===== config.mk =====
export PLATFORM = sky130hd
export DESIGN_NAME = day_phase_scheduler_flat
export DESIGN_NICKNAME = d
export VERILOG_FILES = /design/src/rtl/day_phase_scheduler_if.sv /design/src/rtl/day_phase_scheduler.sv /design/src/flat_wrapper.sv
export SDC_FILE = /design/constraint.sdc
export NUM_CORES = 1
export LEC_CHECK = 0
export CORE_MARGIN = 4
export CORE_UTILIZATION = 40
export DETAILED_ROUTE_END_ITERATION = 7
export GPL_ROUTABILITY_DRIVEN = 1
export PLACE_DENSITY = 0.69
export SYNTH_ARGS = -nofsm -noshare
export SYNTH_HDL_FRONTEND = slang
export SYNTH_SLANG_ARGS = --single-unit

===== constraint.sdc =====
create_clock -name clk -period 2.6 [get_ports clk]
set_clock_uncertainty 0.15 [all_clocks]
set_input_delay 0.65 -clock clk [delete_from_list [all_inputs] [get_ports clk]]
set_output_delay 0.65 -clock clk [all_outputs]
set_load 0.01 [all_outputs]

===== src/rtl/day_phase_scheduler_if.sv =====
// Handshake bundle between the traffic-mode controller and the day-phase sequencer.
interface day_phase_scheduler_if;
    logic       en;
    logic [7:0] lane_req;
    logic [7:0] light;
    logic [1:0] phase;
    logic       green;
    logic       clearing;
    logic       phase_start;

    modport master (
        output en, lane_req,
        input  light, phase, green, clearing, phase_start
    );

    modport slave (
        input  en, lane_req,
        output light, phase, green, clearing, phase_start
    );
endinterface


===== src/rtl/day_phase_scheduler.sv =====
// Daytime light sequencer: round-robin over four lane-pair phases with
// demand skipping, min/max green bounds and all-red clearance between greens.
module day_phase_scheduler #(
    parameter int MIN_GREEN  = 4,
    parameter int MAX_GREEN  = 12,
    parameter int CLEAR_TIME = 2,
    parameter int TW         = 4
) (
    input  logic                   clk,
    input  logic                   rst,
    day_phase_scheduler_if.slave   bus
);
    typedef enum logic [1:0] {IDLE, GREEN, CLEAR} state_e;

    localparam logic [TW-1:0] MIN_T = TW'(MIN_GREEN);
    localparam logic [TW-1:0] MAX_T = TW'(MAX_GREEN);
    localparam logic [TW-1:0] CLR_T = TW'(CLEAR_TIME);

    state_e        state_q, state_d;
    logic [1:0]    phase_q, phase_d;
    logic [TW-1:0] timer_q, timer_d;
    logic [7:0]    light_q, light_d;
    logic          start_q, start_d;

    logic [3:0]    preq;
    logic          other;
    logic          rr_hit;
    logic [1:0]    rr_idx;

    assign preq  = bus.lane_req[3:0] | bus.lane_req[7:4];
    assign other = |(preq & ~(4'b0001 << phase_q));

    // First requester after phase_q; scanning downward lets the nearest offset win.
    always_comb begin
        rr_hit = 1'b0;
        rr_idx = phase_q + 2'd1;
        for (int k = 4; k >= 1; k--) begin
            if (preq[phase_q + 2'(k)]) begin
                rr_hit = 1'b1;
                rr_idx = phase_q + 2'(k);
            end
        end
    end

    always_comb begin
        state_d = state_q;
        phase_d = phase_q;
        timer_d = timer_q;
        case (state_q)
            IDLE: begin
                state_d = GREEN;
                phase_d = rr_hit ? rr_idx : 2'd0;
                timer_d = TW'(1);
            end
            GREEN: begin
                if (other && ((timer_q >= MIN_T && !preq[phase_q]) || timer_q >= MAX_T)) begin
                    state_d = CLEAR;
                    timer_d = TW'(1);
                end else if (timer_q < MAX_T) begin
                    timer_d = timer_q + TW'(1);
                end
            end
            CLEAR: begin
                if (timer_q >= CLR_T) begin
                    state_d = GREEN;
                    phase_d = rr_idx;
                    timer_d = TW'(1);
                end else begin
                    timer_d = timer_q + TW'(1);
                end
            end
            default: begin
                state_d = IDLE;
                timer_d = '0;
            end
        endcase
        // Leaving day mode overrides everything but keeps the rotation position.
        if (!bus.en) begin
            state_d = IDLE;
            phase_d = phase_q;
            timer_d = '0;
        end
        light_d = (state_d == GREEN) ? (8'b0001_0001 << phase_d) : 8'h00;
        start_d = (state_d == GREEN) && (state_q != GREEN);
    end

    always_ff @(posedge clk or negedge rst) begin
        if (!rst) begin
            state_q <= IDLE;
            phase_q <= 2'd3;
            timer_q <= '0;
            light_q <= 8'h00;
            start_q <= 1'b0;
        end else begin
            state_q <= state_d;
            phase_q <= phase_d;
            timer_q <= timer_d;
            light_q <= light_d;
            start_q <= start_d;
        end
    end

    assign bus.light       = light_q;
    assign bus.phase       = phase_q;
    assign bus.green       = (state_q == GREEN);
    assign bus.clearing    = (state_q == CLEAR);
    assign bus.phase_start = start_q;
endmodule


===== src/flat_wrapper.sv =====
// flat-port wrapper written by rule: the top's interface ports become plain ports
module day_phase_scheduler_flat 
#(
    parameter int MIN_GREEN  = 4,
    parameter int MAX_GREEN  = 12,
    parameter int CLEAR_TIME = 2,
    parameter int TW         = 4
)
  (clk, rst, bus_en, bus_lane_req, bus_light, bus_phase, bus_green, bus_clearing, bus_phase_start);
  day_phase_scheduler_if bus_i ();
  input  logic clk;
  input  logic rst;
  input wire logic [$bits(bus_i.en)-1:0] bus_en;
  input wire logic [$bits(bus_i.lane_req)-1:0] bus_lane_req;
  output wire logic [$bits(bus_i.light)-1:0] bus_light;
  output wire logic [$bits(bus_i.phase)-1:0] bus_phase;
  output wire logic [$bits(bus_i.green)-1:0] bus_green;
  output wire logic [$bits(bus_i.clearing)-1:0] bus_clearing;
  output wire logic [$bits(bus_i.phase_start)-1:0] bus_phase_start;
  assign bus_i.en = bus_en;
  assign bus_i.lane_req = bus_lane_req;
  assign bus_light = bus_i.light;
  assign bus_phase = bus_i.phase;
  assign bus_green = bus_i.green;
  assign bus_clearing = bus_i.clearing;
  assign bus_phase_start = bus_i.phase_start;
  day_phase_scheduler #(.MIN_GREEN(MIN_GREEN), .MAX_GREEN(MAX_GREEN), .CLEAR_TIME(CLEAR_TIME), .TW(TW)) u_core (.clk(clk), .rst(rst), .bus(bus_i));
endmodule

Word-level counts from Yosys, hierarchy flattened

Cells that the tools add are included.

Bits in registers: 17
Output and inout port bits: 13
Word-level logic and storage cells: 64
Bits of input ports: 11

Add/sub/neg operators: 4
Equality and inequality tests: 5
Order comparisons: 8
Multiplexer cells: 30
Bitwise operators: 3
Shift operators: 2
Reduce and logical (&&, ||, !) cells: 7

Operators by type and width:

| kind                                                              | number |
|---|---|
| two-way mux 2 bit                                                 | 10 |
| two-way mux 4 bit                                                 | 4 |
| less-than comparator 2 x 3 -> 1 bit, second input constant        | 4 |
| case mux 4 bit (3 select lines)                                   | 1 |
| binary-select mux 1 bit (select 2 bit)                            | 4 |
| two-way mux 1 bit                                                 | 8 |
| two-way mux 8 bit                                                 | 1 |
| << shifter 5 x 2 -> 8 bit, first input constant                   | 1 |
| case mux 2 bit (3 select lines)                                   | 1 |
| adder 2 bit, second input constant                                | 2 |
| adder 4 x 1 -> 4 bit, second input constant                       | 1 |
| AND 4 bit                                                         | 1 |
| equality test 2 x 1 -> 1 bit, second input constant               | 2 |
| greater-or-equal comparator 4 x 2 -> 1 bit, second input constant | 1 |
| greater-or-equal comparator 4 x 3 -> 1 bit, second input constant | 1 |
| greater-or-equal comparator 4 bit, second input constant          | 1 |
| less-than comparator 4 bit, second input constant                 | 1 |
| inequality test 4 x 2 -> 1 bit, second input constant             | 1 |
| NOT 4 bit                                                         | 1 |
| bitwise OR 4 bit                                                  | 1 |
| case mux 2 bit (2 select lines)                                   | 1 |
| OR reduction 4 bit                                                | 1 |
| << shifter 1 x 2 -> 4 bit, first input constant                   | 1 |
| logical AND 1 bit                                                 | 3 |
| other kinds (6)                                                   | 6 |

Logic depth before layout (Yosys ltp)

Depth after elaboration: 12
Depth in mapped cells: 9
Depth with buffers taken out: 8

Least setup slack after synthesis

OpenSTA, ideal clock, no wires.

Kind: flip-flop to flip-flop
From: reg u_core.phase_q[0], in the netlist u_core.bus.phase[0]
To: reg u_core.light_q[5], in the netlist u_core.bus.light[5]
Data arrival time: 2264 ps
Period minus slack after synthesis: 2494 ps
Cell stages (with the launch flop): 9
Required time: 2370 ps
Path buffers: 1
Library setup time: 80 ps
Setup slack: 106 ps
Cells stage by stage: dfstp_2 > buf_6 > inv_1 > ha_1 > nor4b_1 > o32ai_1 > o221a_2 > o221ai_2 > nor3b_2

Word-level cells in the longest chain between the ends: 11
Elaborated cells between the ends (all ways): 37
Classes of those cells: add/sub (3); eq/ne (1); shift (2); mux (24); bitwise (2); reduce/logical (5)

Ends and longest elaborated chain:

| item                                                                               | RTL line                                                                        | text |
|---|---|---|
| start, declared                                                                    | day_phase_scheduler.sv:20                                                       | `logic [1:0] phase_q, phase_d;` |
| start signal, assigned                                                             | day_phase_scheduler.sv:96                                                       | `phase_q <= phase_d;` |
| adder 2 bit or binary-select mux 1 bit (select 2 bit) (tied branches)              | day_phase_scheduler.sv:38, day_phase_scheduler.sv:40, day_phase_scheduler.sv:56 |  |
| binary-select mux 1 bit (select 2 bit) or two-way mux 1 bit (tied branches)        | day_phase_scheduler.sv:38, day_phase_scheduler.sv:56                            |  |
| two-way mux 1 bit (not written as such), or another cell as far along              | day_phase_scheduler.sv:38                                                       | `if (preq[phase_q + 2'(k)]) begin` |
| two-way mux 2 bit, or another cell as far along (3 in a row)                       | day_phase_scheduler.sv:38                                                       |  |
| two-way mux 2 bit (on tied branches)                                               | day_phase_scheduler.sv:64, day_phase_scheduler.sv:52, day_phase_scheduler.sv:56 |  |
| case mux 2 bit (2 select lines) or case mux 2 bit (3 select lines) (tied branches) | day_phase_scheduler.sv:49                                                       | `case (state_q)` |
| two-way mux 2 bit                                                                  | day_phase_scheduler.sv:78                                                       | `if (!bus.en) begin` |
| << shifter 5 x 2 -> 8 bit or equality test 2 x 1 -> 1 bit (tied branches)          | day_phase_scheduler.sv:83                                                       | `light_d = (state_d == GREEN) ? (8'b0001_0001 << phase_d) : 8'h00;` |
| two-way mux 8 bit (*)                                                              | day_phase_scheduler.sv:83                                                       |  |
| end signal, assigned                                                               | day_phase_scheduler.sv:98                                                       | `light_q <= light_d;` |
| end, declared                                                                      | day_phase_scheduler.sv:22                                                       | `logic [7:0] light_q, light_d;` |

Mark *: on every way between the ends. The rest lies on a longest branch, timed or not. The select of a mux whose other input is x is not followed.
A chain may end at the register's enable or synchronous reset.

Final worst setup path

From: in bus_lane_req[4]
To: reg u_core.light_q[4], in the netlist u_core.bus.light[4]

Word-level cells in the longest chain between the ends: 12
Elaborated cells between the ends (all ways): 33
Classes of those cells: eq/ne (1); shift (1); mux (24); bitwise (2); reduce/logical (5)

Ends and longest elaborated chain:

| item                                                                               | RTL line                                                                        | text |
|---|---|---|
| start, declared                                                                    | flat_wrapper.sv:14                                                              | `input wire logic [$bits(bus_i.lane_req)-1:0] bus_lane_req;` |
| bitwise OR 4 bit (*)                                                               | day_phase_scheduler.sv:30                                                       | `assign preq = bus.lane_req[3:0] \| bus.lane_req[7:4];` |
| binary-select mux 1 bit (select 2 bit)                                             | day_phase_scheduler.sv:38, day_phase_scheduler.sv:56                            |  |
| two-way mux 1 bit (not written as such)                                            | day_phase_scheduler.sv:38, day_phase_scheduler.sv:56                            |  |
| two-way mux 2 bit, or another cell as far along (4 in a row)                       | day_phase_scheduler.sv:38                                                       |  |
| two-way mux 2 bit (on tied branches)                                               | day_phase_scheduler.sv:64, day_phase_scheduler.sv:52, day_phase_scheduler.sv:56 |  |
| case mux 2 bit (2 select lines) or case mux 2 bit (3 select lines) (tied branches) | day_phase_scheduler.sv:49                                                       |  |
| two-way mux 2 bit                                                                  | day_phase_scheduler.sv:78                                                       |  |
| << shifter 5 x 2 -> 8 bit or equality test 2 x 1 -> 1 bit (tied branches)          | day_phase_scheduler.sv:83                                                       |  |
| two-way mux 8 bit (*)                                                              | day_phase_scheduler.sv:83                                                       |  |

Marks and branches as above.

==> metrics.md <==
| Metric | Value |
|---|---|
| CP Max Fanout | `5` |
| Max Cap Viol | `0` |
| Die width | `58.49 um` |
| Crit start category | `input pin` |
| Distinct cell type count after synthesis | `44` |
| Clock Tree Buf Depth | `2` |
| Worst vdd ir | `0.5768 mV` |
| CTS buffer count | `3` |
| Crit path capture type | `flip-flop` |
| Die area | `3421 sq um` |
| Top cell types by occurrence after synthesis | `dfrtp_1 (11), nand2_1 (8), nor3_1 (8)` |
| Register area share after synthesis | `about a third` |
| Top routing layer used | `met4` |
| Vias/cell | `around 5.6` |
| Post-synth EDFFs | `0` |
| CP delay by family, top | `buffers and inverters` |
| Share of the synthesized area in the top cell type | `26.99%` |
| Port buffer count | `23` |
| First-pass DRT Iterations | `4` |
| FMAX | `about 390 MHz` |
| Mapped Area | `approximately 1000 sq um` |
| Final wirelength | `about 2700 um` |
| DP Wirelength | `around 2100 um` |
| Cts hold-fix bufs | `0` |
| Share of layout cells above drive strength 1 | `29.87%` |
| DRC Markers | `0` |
| CP Cell Sequence | `clkdlybuf4s50_1 > nor2_1 > mux4_2 > nor3b_2 > o21ai_2 > o311ai_1 > and2_1` |
| Worst skew pair latency | `around 0.28 ns` |
| Row count | `18` |
| Avg Inst Size Synth | `9.355 sq um` |
| Via count | `1037` |
| Worst EP required | `~2.6 ns` |
| Crit path largest cell delay | `~0.57 ns` |
| PwrDens | `791.9 nW/um^2` |
| RSZ-0062 raised after global routing | `true` |
| Num ports | `24` |
| Starting Density | `41.54%` |
| Final instance area | `1466 sq um` |
| Antenna-violating nets left | `0` |
| # diodes | `0` |
| Buf/Inv on CP | `1` |
| Gr ovfl total | `0` |
| TritonCTS clock tree | `yes` |
| FFs w/ async S/R, synth | `100.0%` |
| Mapped Cells | `between 100 and 150` |
| Main synth FF type | `dfrtp_1` |
| Layout fillers | `215` |
| Post-DP Area | `1419 sq um` |
| Placeable core region | `about 2500 sq um` |
| Final nets | `171` |
| Initial DRC Count | `32` |
| Initial antenna violation count | `0` |
| H-tree Lvls | `1` |
| Top-count cell post-synth | `dfrtp_1` |
| Met1 WL | `1193 um` |
| Slowest stage cell, crit path | `clkdlybuf4s50_1` |
| Rel. slew slack | `approximately 58%` |
| Area grow syn2layout | `43.80%` |
| Wire length per cell after detailed routing | `14.65 um` |
| Final Core Density | `59.74%` |
| First-pass GRT wire length | `about 4500 um` |
| # clock sinks | `13` |
| Post-Syn Nets | `125` |
| Flops & latches, synth | `13` |
| Critical path class | `in2reg` |
| Pin count of the biggest net entering global routing | `19` |
| Leakage | `about 0.62 nW` |
| Final Max Tran Viols | `0` |
| Final GP Congestion | `0.9135` |
| Final Hold Viols | `0` |
| Crit path arrival time | `2.57 ns` |
| Area leader, netlist | `dfrtp_1` |
| Worst-path clk slew | `roughly 0.080 ns` |
| Crit share post-route | `98.04%` |
| WL met2 | `1283 um` |
| Root buffer cell | `clkbuf_4` |
| Vias in the first global route | `992` |
| Total track usage | `about 17%` |
| Hold Crit Class | `reg2reg` |
| DR WL met3 | `around 190 um` |
| Area contributors post-synth | `dfrtp_1 (27%), ha_1 (6.1%), dfstp_2 (5.2%), nor3_1 (3.9%), o21ai_0 (2.9%)` |
| Ys Warns | `0` |
| Finish-stage setup viols | `0` |
| DIE HEIGHT | `58.49 um` |
| Outcome | `completed` |
| Fin crit period | `2.549 ns` |
| Worst Tran Pin Value | `about 0.63 ns` |
| Post-CTS Setup Repair Bufs | `0` |
-- layer usage --
metal	vias up	GRT usage, %
met5	-	0
met4	0	2.980
met3	4	6.360
met2	38	25.84
met1	498	23.06
li1	497	-
-- kinds of logic (layout without fill, tap and decap cells) --
group | count (synthesis) | in the layout | share of synthesized area [%]
AND/OR/NAND/NOR | 45 | 45 | 27.49
multiplexers | 3 | 3 | 4.417
XOR/XNOR | 1 | 1 | 0.8591
adder cells (fa/ha/maj) | 5 | 5 | 6.135
AO/OA/AOI/OAI | 30 | 30 | 22.33
buffers and inverters | 12 | 57 | 6.626
flip-flops | 13 | 13 | 32.15
-- area by class of cell --
cell class	count	area [sq um]	share of cell area [%]
Sequential cell	13	327.8	22.35
Inverter	7	26.28	1.792
Timing Repair Buffer	46	402.9	27.47
Tap cell	30	37.54	2.560
Clock buffer	4	26.28	1.792
Multi-Input combinational cell	84	645.6	44.03
-- what timing repair did --
action / CTS / global route
endpoints found under the setup margin: 0 / 5
gates resized for setup: 0 / 5
endpoints found under the hold margin: 0 / 0
-- flip-flops by register name, indices dropped and copies added, names as in the netlist --
name                    count
u_core.bus.phase            2
u_core.bus.light            4
u_core.bus.phase_start      1
u_core.state_q              2
u_core.timer_q              4
-- worst paths after layout --
kind                                     startpoint             endpoint  slack [ns]  depth (start not counted)
max in group asynchronous                       rst  u_core.bus.light[4]        1.28                          1
min in group asynchronous                       rst    u_core.timer_q[3]        0.61                          1
worst max-delay path                bus_lane_req[4]  u_core.bus.light[4]        0.05                          7
worst min-delay path              u_core.state_q[0]    u_core.timer_q[0]        0.40                          1
worst max register to register  u_core.bus.phase[0]  u_core.bus.light[5]        0.08                          8
worst min register to register    u_core.state_q[0]    u_core.timer_q[0]        0.40                          1
-- stage by stage --
stage / setup slack, ns / TNS (ns) / hold WS, ns / total power, mW / instances
final: 0.05106 / 0 / 0.3993 / 1.161 / 184
after CTS: 0.01720 / 0 / 0.3985 / 1.144 / 184
after detailed placement: -0.2420 / -1.410 / 0.3881 / 1.010 / 180
after floorplan: 0.1055 / 0 / 0.2044 / 0.7186 / 109
after global placement: -0.1837 / -1.175 / 0.3759 / 0.9979 / 180
after global routing: -0.01843 / -0.03435 / 0.4048 / 1.250 / 184
-- cells in the final DEF, fill, tap and decap left out, drive strengths merged, types with 3 or more instances in the layout --
| cell | instances |
|---|---|
| nor4 | 3 |
| clkbuf | 4 |
| and2 | 3 |
| nor3b | 4 |
| inv | 7 |
| nor2 | 5 |
| o21ai | 7 |
| clkdlybuf4s50 | 23 |
| a21oi | 6 |
| nand2 | 9 |
| ha | 5 |
| buf | 23 |
| dfrtp | 11 |
| nor3 | 10 |
| nor2b | 4 |
-- power breakdown --
part           internal [mW]  switching, mW  leakage, nW
Clock                 0.0595         0.0663       0.0150
Combinational          0.383          0.368        0.438
Sequential             0.257         0.0264        0.167
Total                  0.700          0.461        0.620
(Power assumes the default switching activity.)
